`src/rtl/fsm_2_decode_if.sv`:
```
// Handshake bundle between the chunk decoder and its two FIFOs.
// The encoded input FIFO is show-ahead (head valid while empty is low).
// The raw output FIFO asserts full while it cannot take a write.
interface fsm_2_decode_if;
  logic enc_data_in_fifo_empty;
  logic enc_data_in_first;
  logic enc_data_in_fifo_pop;
  logic raw_data_out_fifo_full;
  logic raw_data_out_fifo_push;
  logic raw_data_out_index_push;
  logic raw_data_out_wstrb_push;

  // FIFO / environment side
  modport master (
    output enc_data_in_fifo_empty,
    output enc_data_in_first,
    output raw_data_out_fifo_full,
    input  enc_data_in_fifo_pop,
    input  raw_data_out_fifo_push,
    input  raw_data_out_index_push,
    input  raw_data_out_wstrb_push
  );

  // Decoder side
  modport slave (
    input  enc_data_in_fifo_empty,
    input  enc_data_in_first,
    input  raw_data_out_fifo_full,
    output enc_data_in_fifo_pop,
    output raw_data_out_fifo_push,
    output raw_data_out_index_push,
    output raw_data_out_wstrb_push
  );
endinterface

```
`src/rtl/fsm_2_decode.sv`:
```
// Control FSM that gathers NUM_CHUNKS encoded chunks into one raw word.
// Latency: 2 cycles per chunk (WAIT_CHUNK+LOAD) plus WAIT_SPACE and WRITE.
// Backpressure: stalls in WAIT_CHUNK while input empty, in WAIT_SPACE while output full.
module fsm_2_decode #(
  parameter int NUM_CHUNKS = 4,
  parameter int WORD_CNT_W = 16
) (
  input  logic                  clk,
  input  logic                  reset,
  fsm_2_decode_if.slave         bus,
  output logic                  dec_load,
  output logic [1:0]            dec_sel,
  output logic                  dec_clr,
  output logic                  decode_err,
  output logic [WORD_CNT_W-1:0] word_count,
  output logic                  busy
);

  localparam logic [1:0] LAST_IDX = 2'(NUM_CHUNKS - 1);

  typedef enum logic [4:0] {
    INIT       = 5'b00001,
    WAIT_CHUNK = 5'b00010,
    LOAD       = 5'b00100,
    WAIT_SPACE = 5'b01000,
    WRITE      = 5'b10000
  } state_t;

  state_t                state_q, state_d;
  logic [1:0]            idx_q, idx_d;
  logic [WORD_CNT_W-1:0] word_count_q, word_count_d;

  // State, chunk index and word counter registers with synchronous reset
  always_ff @(posedge clk) begin
    if (!reset) begin
      state_q      <= INIT;
      idx_q        <= 2'd0;
      word_count_q <= '0;
    end else begin
      state_q      <= state_d;
      idx_q        <= idx_d;
      word_count_q <= word_count_d;
    end
  end

  // Next-state and output decode; all strobes are forced low while in reset
  always_comb begin
    state_d                     = state_q;
    idx_d                       = idx_q;
    word_count_d                = word_count_q;
    bus.enc_data_in_fifo_pop    = 1'b0;
    bus.raw_data_out_fifo_push  = 1'b0;
    bus.raw_data_out_index_push = 1'b0;
    bus.raw_data_out_wstrb_push = 1'b0;
    dec_load                    = 1'b0;
    dec_clr                     = 1'b0;
    decode_err                  = 1'b0;
    busy                        = (idx_q != 2'd0) ||
                                  (state_q == LOAD) ||
                                  (state_q == WAIT_SPACE) ||
                                  (state_q == WRITE);

    case (state_q)
      INIT: begin
        dec_clr = 1'b1;
        idx_d   = 2'd0;
        state_d = WAIT_CHUNK;
      end
      WAIT_CHUNK: begin
        if (!bus.enc_data_in_fifo_empty) begin
          if (bus.enc_data_in_first && (idx_q != 2'd0)) begin
            // New word started early: drop the partial one and retry the head as chunk 0
            decode_err = 1'b1;
            dec_clr    = 1'b1;
            idx_d      = 2'd0;
          end else if (!bus.enc_data_in_first && (idx_q == 2'd0)) begin
            // Continuation chunk with no word in progress: discard it
            decode_err               = 1'b1;
            bus.enc_data_in_fifo_pop = 1'b1;
          end else begin
            state_d = LOAD;
          end
        end
      end
      LOAD: begin
        bus.enc_data_in_fifo_pop = 1'b1;
        dec_load                 = 1'b1;
        if (idx_q == LAST_IDX) begin
          state_d = WAIT_SPACE;
        end else begin
          idx_d   = idx_q + 2'd1;
          state_d = WAIT_CHUNK;
        end
      end
      WAIT_SPACE: begin
        if (!bus.raw_data_out_fifo_full) begin
          state_d = WRITE;
        end
      end
      WRITE: begin
        bus.raw_data_out_fifo_push  = 1'b1;
        bus.raw_data_out_index_push = 1'b1;
        bus.raw_data_out_wstrb_push = 1'b1;
        word_count_d                = word_count_q + WORD_CNT_W'(1);
        idx_d                       = 2'd0;
        dec_clr                     = 1'b1;
        state_d                     = WAIT_CHUNK;
      end
      default: begin
        state_d = INIT;
      end
    endcase

    if (!reset) begin
      bus.enc_data_in_fifo_pop    = 1'b0;
      bus.raw_data_out_fifo_push  = 1'b0;
      bus.raw_data_out_index_push = 1'b0;
      bus.raw_data_out_wstrb_push = 1'b0;
      dec_load                    = 1'b0;
      dec_clr                     = 1'b0;
      decode_err                  = 1'b0;
      busy                        = 1'b0;
    end
  end

  assign dec_sel    = idx_q;
  assign word_count = word_count_q;

endmodule

```
`src/flat_wrapper.sv`:
```
// flat-port wrapper written by rule: the top's interface ports become plain ports
module fsm_2_decode_flat 
#(
  parameter int NUM_CHUNKS = 4,
  parameter int WORD_CNT_W = 16
)
  (clk, reset, dec_load, dec_sel, dec_clr, decode_err, word_count, busy, bus_enc_data_in_fifo_empty, bus_enc_data_in_first, bus_raw_data_out_fifo_full, bus_enc_data_in_fifo_pop, bus_raw_data_out_fifo_push, bus_raw_data_out_index_push, bus_raw_data_out_wstrb_push);
  fsm_2_decode_if bus_i ();
  input  logic clk;
  input  logic reset;
  output logic dec_load;
  output logic [1:0] dec_sel;
  output logic dec_clr;
  output logic decode_err;
  output logic [WORD_CNT_W-1:0] word_count;
  output logic busy;
  input wire logic [$bits(bus_i.enc_data_in_fifo_empty)-1:0] bus_enc_data_in_fifo_empty;
  input wire logic [$bits(bus_i.enc_data_in_first)-1:0] bus_enc_data_in_first;
  input wire logic [$bits(bus_i.raw_data_out_fifo_full)-1:0] bus_raw_data_out_fifo_full;
  output wire logic [$bits(bus_i.enc_data_in_fifo_pop)-1:0] bus_enc_data_in_fifo_pop;
  output wire logic [$bits(bus_i.raw_data_out_fifo_push)-1:0] bus_raw_data_out_fifo_push;
  output wire logic [$bits(bus_i.raw_data_out_index_push)-1:0] bus_raw_data_out_index_push;
  output wire logic [$bits(bus_i.raw_data_out_wstrb_push)-1:0] bus_raw_data_out_wstrb_push;
  assign bus_i.enc_data_in_fifo_empty = bus_enc_data_in_fifo_empty;
  assign bus_i.enc_data_in_first = bus_enc_data_in_first;
  assign bus_i.raw_data_out_fifo_full = bus_raw_data_out_fifo_full;
  assign bus_enc_data_in_fifo_pop = bus_i.enc_data_in_fifo_pop;
  assign bus_raw_data_out_fifo_push = bus_i.raw_data_out_fifo_push;
  assign bus_raw_data_out_index_push = bus_i.raw_data_out_index_push;
  assign bus_raw_data_out_wstrb_push = bus_i.raw_data_out_wstrb_push;
  fsm_2_decode #(.NUM_CHUNKS(NUM_CHUNKS), .WORD_CNT_W(WORD_CNT_W)) u_core (.clk(clk), .reset(reset), .bus(bus_i), .dec_load(dec_load), .dec_sel(dec_sel), .dec_clr(dec_clr), .decode_err(decode_err), .word_count(word_count), .busy(busy));
endmodule
```
`config.mk`:
```
export PLATFORM = sky130hd
export DESIGN_NAME = fsm_2_decode_flat
export DESIGN_NICKNAME = d
export VERILOG_FILES = /design/src/rtl/fsm_2_decode_if.sv /design/src/rtl/fsm_2_decode.sv /design/src/flat_wrapper.sv
export SDC_FILE = /design/constraint.sdc
export NUM_CORES = 1
export LEC_CHECK = 0
export ABC_AREA = 0
export CAP_MARGIN = 40
export CORE_MARGIN = 2
export CORE_UTILIZATION = 32
export CTS_BUF_LIST = sky130_fd_sc_hd__clkbuf_4 sky130_fd_sc_hd__clkbuf_8 sky130_fd_sc_hd__clkbuf_16
export DETAILED_ROUTE_END_ITERATION = 12
export MAX_ROUTING_LAYER = met4
export PLACE_DENSITY = 0.58
export SETUP_SLACK_MARGIN = 0.1
export SYNTH_ARGS = -nofsm -noshare
export SYNTH_HDL_FRONTEND = slang
export SYNTH_SLANG_ARGS = --single-unit
```
`constraint.sdc`:
```
create_clock -name clk -period 1.7 [get_ports clk]
set_clock_uncertainty 0.05 [all_clocks]
set_input_delay 0.34 -clock clk [delete_from_list [all_inputs] [get_ports clk]]
set_output_delay 0.34 -clock clk [all_outputs]
set_load 0.005 [all_outputs]
```
# After elaboration in Yosys (flattened, before gate mapping)
# Index checks and enable logic that the tools add are counted.
# classes
n_addsub	2
n_eq_ne	12
n_mux	28
reduce_logical	12
# op_table
cell	count
5-bit 2-to-1 mux	4
5-bit one-hot mux with 4 select lines	1
16-bit by 1-bit adder with 16-bit output, second input constant	1
1-bit 2-to-1 mux	16
2-bit != test, second input constant	5
4-bit AND reduction	2
2-bit 2-to-1 mux	3
2-bit one-hot mux with 3 select lines	1
5-bit by 1-bit == test with 1-bit output, second input constant	1
5-bit by 2-bit == test with 1-bit output, second input constant	1
5-bit by 3-bit == test with 1-bit output, second input constant	1
5-bit by 4-bit == test with 1-bit output, second input constant	1
5-bit == test, second input constant	1
4-bit 2-to-1 mux	1
1-bit one-hot mux with 2 select lines	2
1-bit logical OR	3
3-bit nonzero test	1
2-bit by 1-bit adder with 2-bit output, second input constant	1
2-bit == test, second input constant	1
1-bit logical AND	2
2-bit zero test	1
2-bit by 1-bit != test with 1-bit output, second input constant	1
2-bit nonzero test	1
2-bit OR reduction	1
1-bit zero test	1
# word_totals
ff_bits	23
inputBits	5
elab_cells	57

# Depth between registers and ports, before layout
# Gate-level depths: netlist (run 1).
# logic_depth
word_depth	7
ltp_mapped	8

# Least setup slack after synthesis (run 1)
# Ideal clock, no wire load.
# synth_timing
kind	flip-flop to output port
from	register u_core.state_q[4]
to	output port dec_clr
arrival_time_ps	1282
t_required_ps	1310
path_slack_ps	28
stages_incl_launch_ff	6
n_path_buf	1
cell_sequence	dfxtp_1 > buf_6 > or3b_2 > nor3_1 > nand2_1 > a21oi_1
# synth_between
elab_chain_len	4
word_cells_on_any_way	6
classes_between	eq/ne: 3; mux: 2; reduce/logical: 1
# synth_lines
element	line	rtl
start, declared	fsm_2_decode.sv:29	state_t state_q, state_d;
start signal, assigned	fsm_2_decode.sv:40	state_q <= state_d;
5-bit by 1-bit == test with 1-bit output / 5-bit == test (equally long branches)	fsm_2_decode.sv:63	case (state_q)
2-bit OR reduction (no line)	-	
1-bit one-hot mux with 2 select lines (*)	fsm_2_decode.sv:63	
1-bit 2-to-1 mux (*)	fsm_2_decode.sv:114	if (!reset) begin
end, declared	flat_wrapper.sv:13	output logic dec_clr;
# Mark *: on every way between the ends. The rest lies on a longest branch, timed or not.

# Final worst setup path (run 1)
# Same ends and word-level chain as after synthesis.

==> results of run 1 <==
[sequential cells by signal, indices dropped and copies added, names as in the netlist]
signal,flops
u_core.dec_sel,2
u_core.word_count,16
u_core.state_q,5
[metrics by stage]
stage | hold WS [ps] | cell area [sq um]
CTS | 439.8 | 2190
global placement | 404.4 | 1887
detailed placement | 425.7 | 1887
floorplan | 409.1 | 1340
finish | 435.7 | 2333
global route | 465.8 | 2333
[final timing paths]
check,end,slack (ps),startpoint
worst max-delay path,dec_clr,-310,u_core.state_q[4]$_SDFFE_PN0P_
worst min-delay path,u_core.word_count[15]$_SDFFE_PN0N_,440,u_core.word_count[15]$_SDFFE_PN0N_
worst max register to register,u_core.dec_sel[1]$_SDFFE_PN0P_,-80,u_core.state_q[0]$_SDFFE_PN1P_
worst min register to register,u_core.word_count[15]$_SDFFE_PN0N_,440,u_core.word_count[15]$_SDFFE_PN0N_
[area by class of cell]
class	count	area (sq um)	share of cell area
clock buffers	3	41.29	0.01769
clock inverters	1	5.005	0.002145
inverters	8	30.03	0.01287
multi-input cells	116	987.2	0.4231
flip-flops and latches	23	491.7	0.2107
well taps	50	62.56	0.02681
repair buffers	84	715.7	0.3067
[metal layers]
| layer | vias to the layer above | track usage | part of all wire |
|---|---|---|---|
| met5 | - | - | 0 |
| met2 | 27 | 0.3556 | 0.55 |
| met3 | 6 | 0.02632 | 0.024 |
| met4 | 0 | 0.05500 | 0.015 |
| met1 | 669 | 0.2060 | 0.41 |
| li1 | 704 | - | - |
[placed cells by master, fill, tap and decap left out, types with 4 or more instances in the layout]
cell type / count
sky130_fd_sc_hd__buf_2: 6
sky130_fd_sc_hd__buf_4: 42
sky130_fd_sc_hd__dfxtp_2: 16
sky130_fd_sc_hd__nand3_1: 4
sky130_fd_sc_hd__nor2_4: 4
sky130_fd_sc_hd__buf_6: 14
sky130_fd_sc_hd__xor2_1: 8
sky130_fd_sc_hd__clkdlybuf4s50_1: 16
sky130_fd_sc_hd__nor2_1: 15
sky130_fd_sc_hd__nand2_1: 10
sky130_fd_sc_hd__nand4_1: 5
sky130_fd_sc_hd__dfxtp_1: 4
sky130_fd_sc_hd__inv_1: 7
sky130_fd_sc_hd__nand2_2: 4
sky130_fd_sc_hd__dlygate4sd2_1: 6
[cells in the mapped netlist, drive strengths merged, types with 2 or more instances]
master,number,area (sq um)
nand2b,2,15.02
nand2,14,52.55
buf,5,45.04
nor4,4,25.02
ha,5,62.56
o21bai,3,22.52
nand4,6,43.79
and3,3,18.77
nor3,6,40.04
o211ai,3,22.52
xor2,9,78.83
inv,8,30.03
nor3b,3,32.53
nand3,6,30.03
and4bb,2,25.02
o21ai,5,25.02
and4,2,17.52
clkbuf,4,25.02
or2,2,12.51
or3,3,23.77
nor2,20,75.07
dfxtp,23,460.4
a21oi,6,30.03
mux2i,3,30.03
[power groups by stage]
stage	clock network (mW)	registers [mW]	logic, mW
6_report	0.372	0.550	0.244
3_3_place_gp	0	0.564	0.160
5_1_grt	0.403	0.551	0.260
2_1_floorplan	0	0.568	0.0726
3_5_place_dp	0	0.564	0.162
4_1_cts	0.375	0.552	0.198
[worst max-delay path: stages, from the launching register on]
cell and delay, ps:
sky130_fd_sc_hd__dfxtp_4 370, sky130_fd_sc_hd__or3b_4 400, sky130_fd_sc_hd__nor3_4 150, sky130_fd_sc_hd__buf_4 150, sky130_fd_sc_hd__nand2_2 50, sky130_fd_sc_hd__a21oi_2 100, sky130_fd_sc_hd__buf_2 120
[kinds of logic after synthesis]
logic type | Yosys count | synth area share
XOR/XNOR | 10 | 0.06610
multiplexers | 3 | 0.02266
flip-flops | 23 | 0.3475
AND/OR/NAND/NOR | 78 | 0.3466
adder cells (fa/ha/maj) | 5 | 0.04721
buffers and inverters | 17 | 0.07554
AO/OA/AOI/OAI | 20 | 0.09443
[timing repair]
item	in CTS	in global routing
resized for setup	87	32
buffers inserted	15	6
pin swaps	23	26
endpoints found under the setup margin	29	31
==> impl_metrics.py, run 1 <==
metrics = {
    "global_route": {
        "globalRoute.totalOverflow": 0,
        "first_global_vias": 1396,
        "initial_antenna_violation_count": 0,
        "grt_usage": 0.1896,
        "grt_first_pass_wirelength_um": 6465,
        "pin_count_of_the_biggest_net_entering_global_routing": 14,
    },
    "timing": {
        "timing.final.crit_share": 1.182,
        "rsz_0062_raised_after_global_routing": "yes",
        "hold_violations": 0,
        "slew_viol_final": 0,
        "final.setup.worst_slack_ps": -309.5,
        "worst_pin_slew_ps": 290.9,
        "final_setup_violation_count": 14,
        "timing.fmax_ghz": 0.4976,
        "timing.setup.tns_ps": -1461,
        "timing.slew.headroom": 0.8055,
        "time_the_worst_path_needs_with_i_o_delays_and_setup_ps": 2010,
    },
    "place": {
        "placement.setup.worst_slack_ps": -655.3,
        "dp_cells": 261,
        "gp_congestion": 0.7939,
        "dpl.hpwl_um": 2644,
        "port_buffers": 30,
    },
    "worst_setup_path": {
        "end_kind": "primary output",
        "worst-endpoint-arrival_ps": 1620,
        "path_max_fanout": 4,
        "launching_element_type_of_the_critical_path": "register",
        "worst-setup-path-type": "register to primary output",
        "timing.critical_path.required_ps": 1310,
        "reg2reg_depth": 9,
    },
    "final_layout": {
        "num-nets-final": 246,
        "n_fill_cell": 333,
        "finalCoreUtilization": 0.5834,
        "fraction_of_layout_cells_with_a_size_suffix_above_1": 0.5489,
        "syn2layout_area_growth_pct": 76.11,
        "antennaDiodeCount": 0,
        "finalNonFillerCells": 285,
    },
    "synth": {
        "synth_area_per_inst_sq_um": 8.494,
        "mappedNetlistNets": 166,
        "synth.distinct_cells": 41,
        "synth-warning-count": 0,
        "ys_seq_elements": 23,
        "asyncSetResetFlopFracSynth": 0,
        "post_synth_instance_area_sq_um": 1325,
        "synth_flop_cell": "sky130_fd_sc_hd__dfxtp_1",
        "synth_sequential_area_ratio": 0.3475,
        "synth_enable_flop_cells": 0,
        "synth_cells": 156,
    },
    "clock_network": {
        "tritoncts": "done",
        "cts_root_buffer": "sky130_fd_sc_hd__clkbuf_8",
        "worst_skew_pair.late_latency_ps": 280,
        "cts_buffers": 3,
        "clkSlewWorstSetupHoldPaths_ps": 100,
        "cts_h_tree_depth": 1,
        "cts.hold.buffers_added": 0,
        "cts.path.max_buffers": 2,
        "cts.sink_count": 23,
    },
    "floorplan": {
        "dieWidth_um": 68.35,
        "core-area_sq_um": 4000,
        "io_pins": 31,
        "die_area_sq_um": 4672,
        "die_h_um": 68.35,
        "num_rows": 23,
        "floorplan.initialDensity": 0.3312,
    },
    "power": {
        "power.share.switching": 0.2772,
        "share_clk_of_total_power": 0.319,
        "power.ir.vdd_worst_mv": 0.2708,
        "power_density_nw_per_um2": 499.6,
        "power.leakage_nw": 0.9998,
        "p_int_mw": 0.8426,
        "totalPowerFinal_mw": 1.166,
        "seq_power_share": 0.472,
        "net-switching-power_mw": 0.3232,
        "share_comb_of_total_power": 0.210,
    },
    "detailed_routing": {
        "route.detailed.vias_per_inst": 4.933,
        "vias_post_dr": 1406,
        "detailedRoute.firstPassIterationCount": 4,
        "routedWlPerCell_um": 14.38,
        "drc": 0,
        "postRouteWirelength_um": 4098,
        "ant_nets": 0,
        "detailedRoute.firstIterationViolations": 24,
    },
    "worst_hold_path": {
        "hold_path_depth": 2,
        "hold_path.class": "register to register",
    },
    "status": {
        "status": "complete, but fails checks",
        "violations": "setup timing",
    },
    "job": {
        "max_cap_viol_count": 0,
    },
}
(Power assumes the default switching activity.)
==> run 2: changes to the inputs <==
--- a/config.mk
+++ b/config.mk
@@ -6,13 +6,14 @@
 export NUM_CORES = 1
 export LEC_CHECK = 0
 export ABC_AREA = 0
+export ABC_CLOCK_PERIOD_IN_PS = 1630
 export CAP_MARGIN = 40
 export CORE_MARGIN = 2
-export CORE_UTILIZATION = 32
+export CORE_UTILIZATION = 44
 export CTS_BUF_LIST = sky130_fd_sc_hd__clkbuf_4 sky130_fd_sc_hd__clkbuf_8 sky130_fd_sc_hd__clkbuf_16
 export DETAILED_ROUTE_END_ITERATION = 12
 export MAX_ROUTING_LAYER = met4
-export PLACE_DENSITY = 0.58
+export PLACE_DENSITY = 0.78
 export SETUP_SLACK_MARGIN = 0.1
 export SYNTH_ARGS = -nofsm -noshare
 export SYNTH_HDL_FRONTEND = slang
==> constraint.sdc (replaced) <==
create_clock -name clk -period 1.63 [get_ports clk]
set_clock_uncertainty 0.05 [all_clocks]
set_input_delay 0.326 -clock clk [delete_from_list [all_inputs] [get_ports clk]]
set_output_delay 0.326 -clock clk [all_outputs]
set_load 0.005 [all_outputs]
==> impl_metrics.py, run 2 (synthesis results as in run 1) <==
metrics = {
    "global_route": {
        "most_utilized_layer_in_the_global_route_result": "met2",
        "met1_track_utilization_from_global_routing": 0.3265,
        "first_global_vias": 1598,
        "grt_usage": 0.2889,
        "initial_antenna_violation_count": 0,
        "global_routing_usage_on_met2": 0.5206,
        "pin_count_of_the_biggest_net_entering_global_routing": 14,
        "grt_first_pass_wirelength_um": 7410,
        "globalRoute.totalOverflow": 0,
        "gr-usage-met3": 0.03736,
    },
    "detailed_routing": {
        "detailedRoute.firstPassIterationCount": 8,
        "detailedRoute.firstIterationViolations": 63,
        "vias_post_dr": 1521,
        "ant_nets": 0,
        "routedWlPerCell_um": 16.96,
        "route.detailed.vias_per_inst": 5.613,
        "postRouteWirelength_um": 4595,
        "drc": 4,
    },
    "worst_setup_path": {
        "worst-endpoint-arrival_ps": 1700,
        "rr_startpoint": "u_core.state_q[0]$_SDFFE_PN1P_",
        "setup.worst_path.start": "u_core.state_q[0]$_SDFFE_PN1P_",
        "end_kind": "primary output",
        "launching_element_type_of_the_critical_path": "register",
        "reg2reg_slack_ps": -160,
        "reg2reg_depth": 6,
        "path_max_fanout": 4,
        "worstReg2RegEnd": "u_core.dec_sel[1]$_SDFFE_PN0P_",
        "timing.critical_path.required_ps": 1250,
        "worst-setup-path-type": "register to primary output",
    },
    "clock_network": {
        "cts.path.max_buffers": 2,
        "cts_h_tree_depth": 1,
        "cts_buffers": 3,
        "cts_root_buffer": "sky130_fd_sc_hd__clkbuf_4",
        "tritoncts": "done",
        "clkSlewWorstSetupHoldPaths_ps": 140,
        "worst_skew_pair.late_latency_ps": 320,
        "cts.sink_count": 23,
    },
    "floorplan": {
        "core-area_sq_um": 2805,
        "io_pins": 31,
        "num_rows": 19,
        "die_h_um": 58.88,
        "dieWidth_um": 58.88,
        "die_area_sq_um": 3466,
        "floorplan.initialDensity": 0.4723,
    },
    "power": {
        "share_comb_of_total_power": 0.236,
        "power.share.switching": 0.2874,
        "power_density_nw_per_um2": 486.7,
        "net-switching-power_mw": 0.3231,
        "power.leakage_nw": 1.079,
        "share_clk_of_total_power": 0.249,
        "totalPowerFinal_mw": 1.124,
        "p_int_mw": 0.8011,
        "seq_power_share": 0.515,
        "power.ir.vdd_worst_mv": 0.4060,
    },
    "final_layout": {
        "mostFrequentLayoutCells": "sky130_fd_sc_hd__buf_4 (50), sky130_fd_sc_hd__dfxtp_2 (19), sky130_fd_sc_hd__dlygate4sd2_1 (16), sky130_fd_sc_hd__nor2_1 (14), sky130_fd_sc_hd__nand2_1 (11)",
        "n_fill_cell": 162,
        "syn2layout_area_growth_pct": 74.32,
        "antennaDiodeCount": 0,
        "finalCoreUtilization": 0.8234,
        "largest_register_ffs": 16,
        "num-nets-final": 251,
        "layout_commonest_cell": "sky130_fd_sc_hd__buf_4",
        "fraction_of_layout_cells_with_a_size_suffix_above_1": 0.5750,
    },
    "timing": {
        "time_the_worst_path_needs_with_i_o_delays_and_setup_ps": 2080,
        "rsz_0062_raised_after_global_routing": "yes",
        "final.setup.worst_slack_ps": -449.5,
        "final_setup_violation_count": 25,
        "hold_violations": 0,
        "timing.fmax_ghz": 0.4809,
        "timing.final.crit_share": 1.276,
        "timing.setup.tns_ps": -3942,
        "worst_pin_slew_ps": 375.9,
        "slew_viol_final": 0,
        "timing.slew.headroom": 0.7491,
    },
    "place": {
        "dpl.hpwl_um": 2510,
        "gp_congestion": 0.8044,
        "port_buffers": 30,
    },
    "worst_hold_path": {
        "hold_path_depth": 2,
        "hp-start": "u_core.word_count[13]$_SDFFE_PN0N_",
        "holdPathEnd": "u_core.word_count[13]$_SDFFE_PN0N_",
        "hold_path.class": "register to register",
    },
    "job": {
        "max_cap_viol_count": 0,
    },
    "status": {
        "status": "complete, but fails checks",
        "violations": "DRC, setup timing",
    },
}
==> run 2: changes by cell type in the layout (fill, tap and decap cells not counted), sizes merged <==
cell           before  now
clkdlybuf4s50      16    4
buf                62   66
clkbuf              3    5
dlygate4sd2         6   16
clkdlybuf4s15       0    1
==> run 2: final cells by class <==
cell class,count,area (sq um),share of cell area
inverter,8,30.03,0.01300
multi-input combinational,116,1005,0.4350
tap,31,38.79,0.01679
timing repair buffer,89,713.2,0.3088
sequential,23,495.5,0.2145
clock buffer,3,22.52,0.009751
clock inverter,1,5.005,0.002167
==> run 2: through the flow <==
step | instances | worst slack, ps | hold slack, ps | cell area, sq um
floorplan | 156 | 43.20 | 409.1 | 1350
global route | 271 | -508.2 | 454.4 | 2310
detailed placement | 242 | -662.3 | 424.9 | 1872
finish | 271 | -449.5 | 432.8 | 2310
CTS | 270 | -378.4 | 429.8 | 2225
global placement | 242 | -602.0 | 403.9 | 1872
==> run 2: how the worst max path moves through the flow <==
stage                          endpoint  slack (ps)  cells past startpoint
2_1_floorplan  bus_enc_data_in_fifo_pop          40                      5
3_3_place_gp                 decode_err        -600                      5
3_5_place_dp                 decode_err        -660                      5
4_1_cts                         dec_clr        -380                      5
5_1_grt                         dec_clr        -510                      5
6_report       bus_enc_data_in_fifo_pop        -450                      5
==> run 2: metal layers <==
| layer | share of wire | up-vias |
|---|---|---|
| li1 | - | 715 |
| met1 | 0.41 | 736 |
| met2 | 0.53 | 56 |
| met3 | 0.042 | 14 |
| met4 | 0.024 | 0 |
| met5 | 0 | - |
==> run 2: what timing repair did <==
item                       4_1_cts  5_1_grt
setup buffers                   25        1
setup endpoints to repair       41       28
hold buffers                     0        0
gates resized for setup        110       22
pin swaps                       22       15
==> run 2: worst max-delay path: stages, from the launching register on <==
cell                      delay [ps]
sky130_fd_sc_hd__dfxtp_4         390
sky130_fd_sc_hd__or3b_4          430
sky130_fd_sc_hd__nor3_4          210
sky130_fd_sc_hd__a21oi_1          90
sky130_fd_sc_hd__nor2_1          120
sky130_fd_sc_hd__buf_2           140
==> run 2: power groups by stage <==
stage | clock (mW) | combinational [mW] | sequential (mW)
floorplan | 0 | 0.0789 | 0.593
global placement | 0 | 0.169 | 0.591
detailed placement | 0 | 0.176 | 0.592
CTS | 0.280 | 0.224 | 0.576
global route | 0.309 | 0.279 | 0.580
finish | 0.280 | 0.265 | 0.579
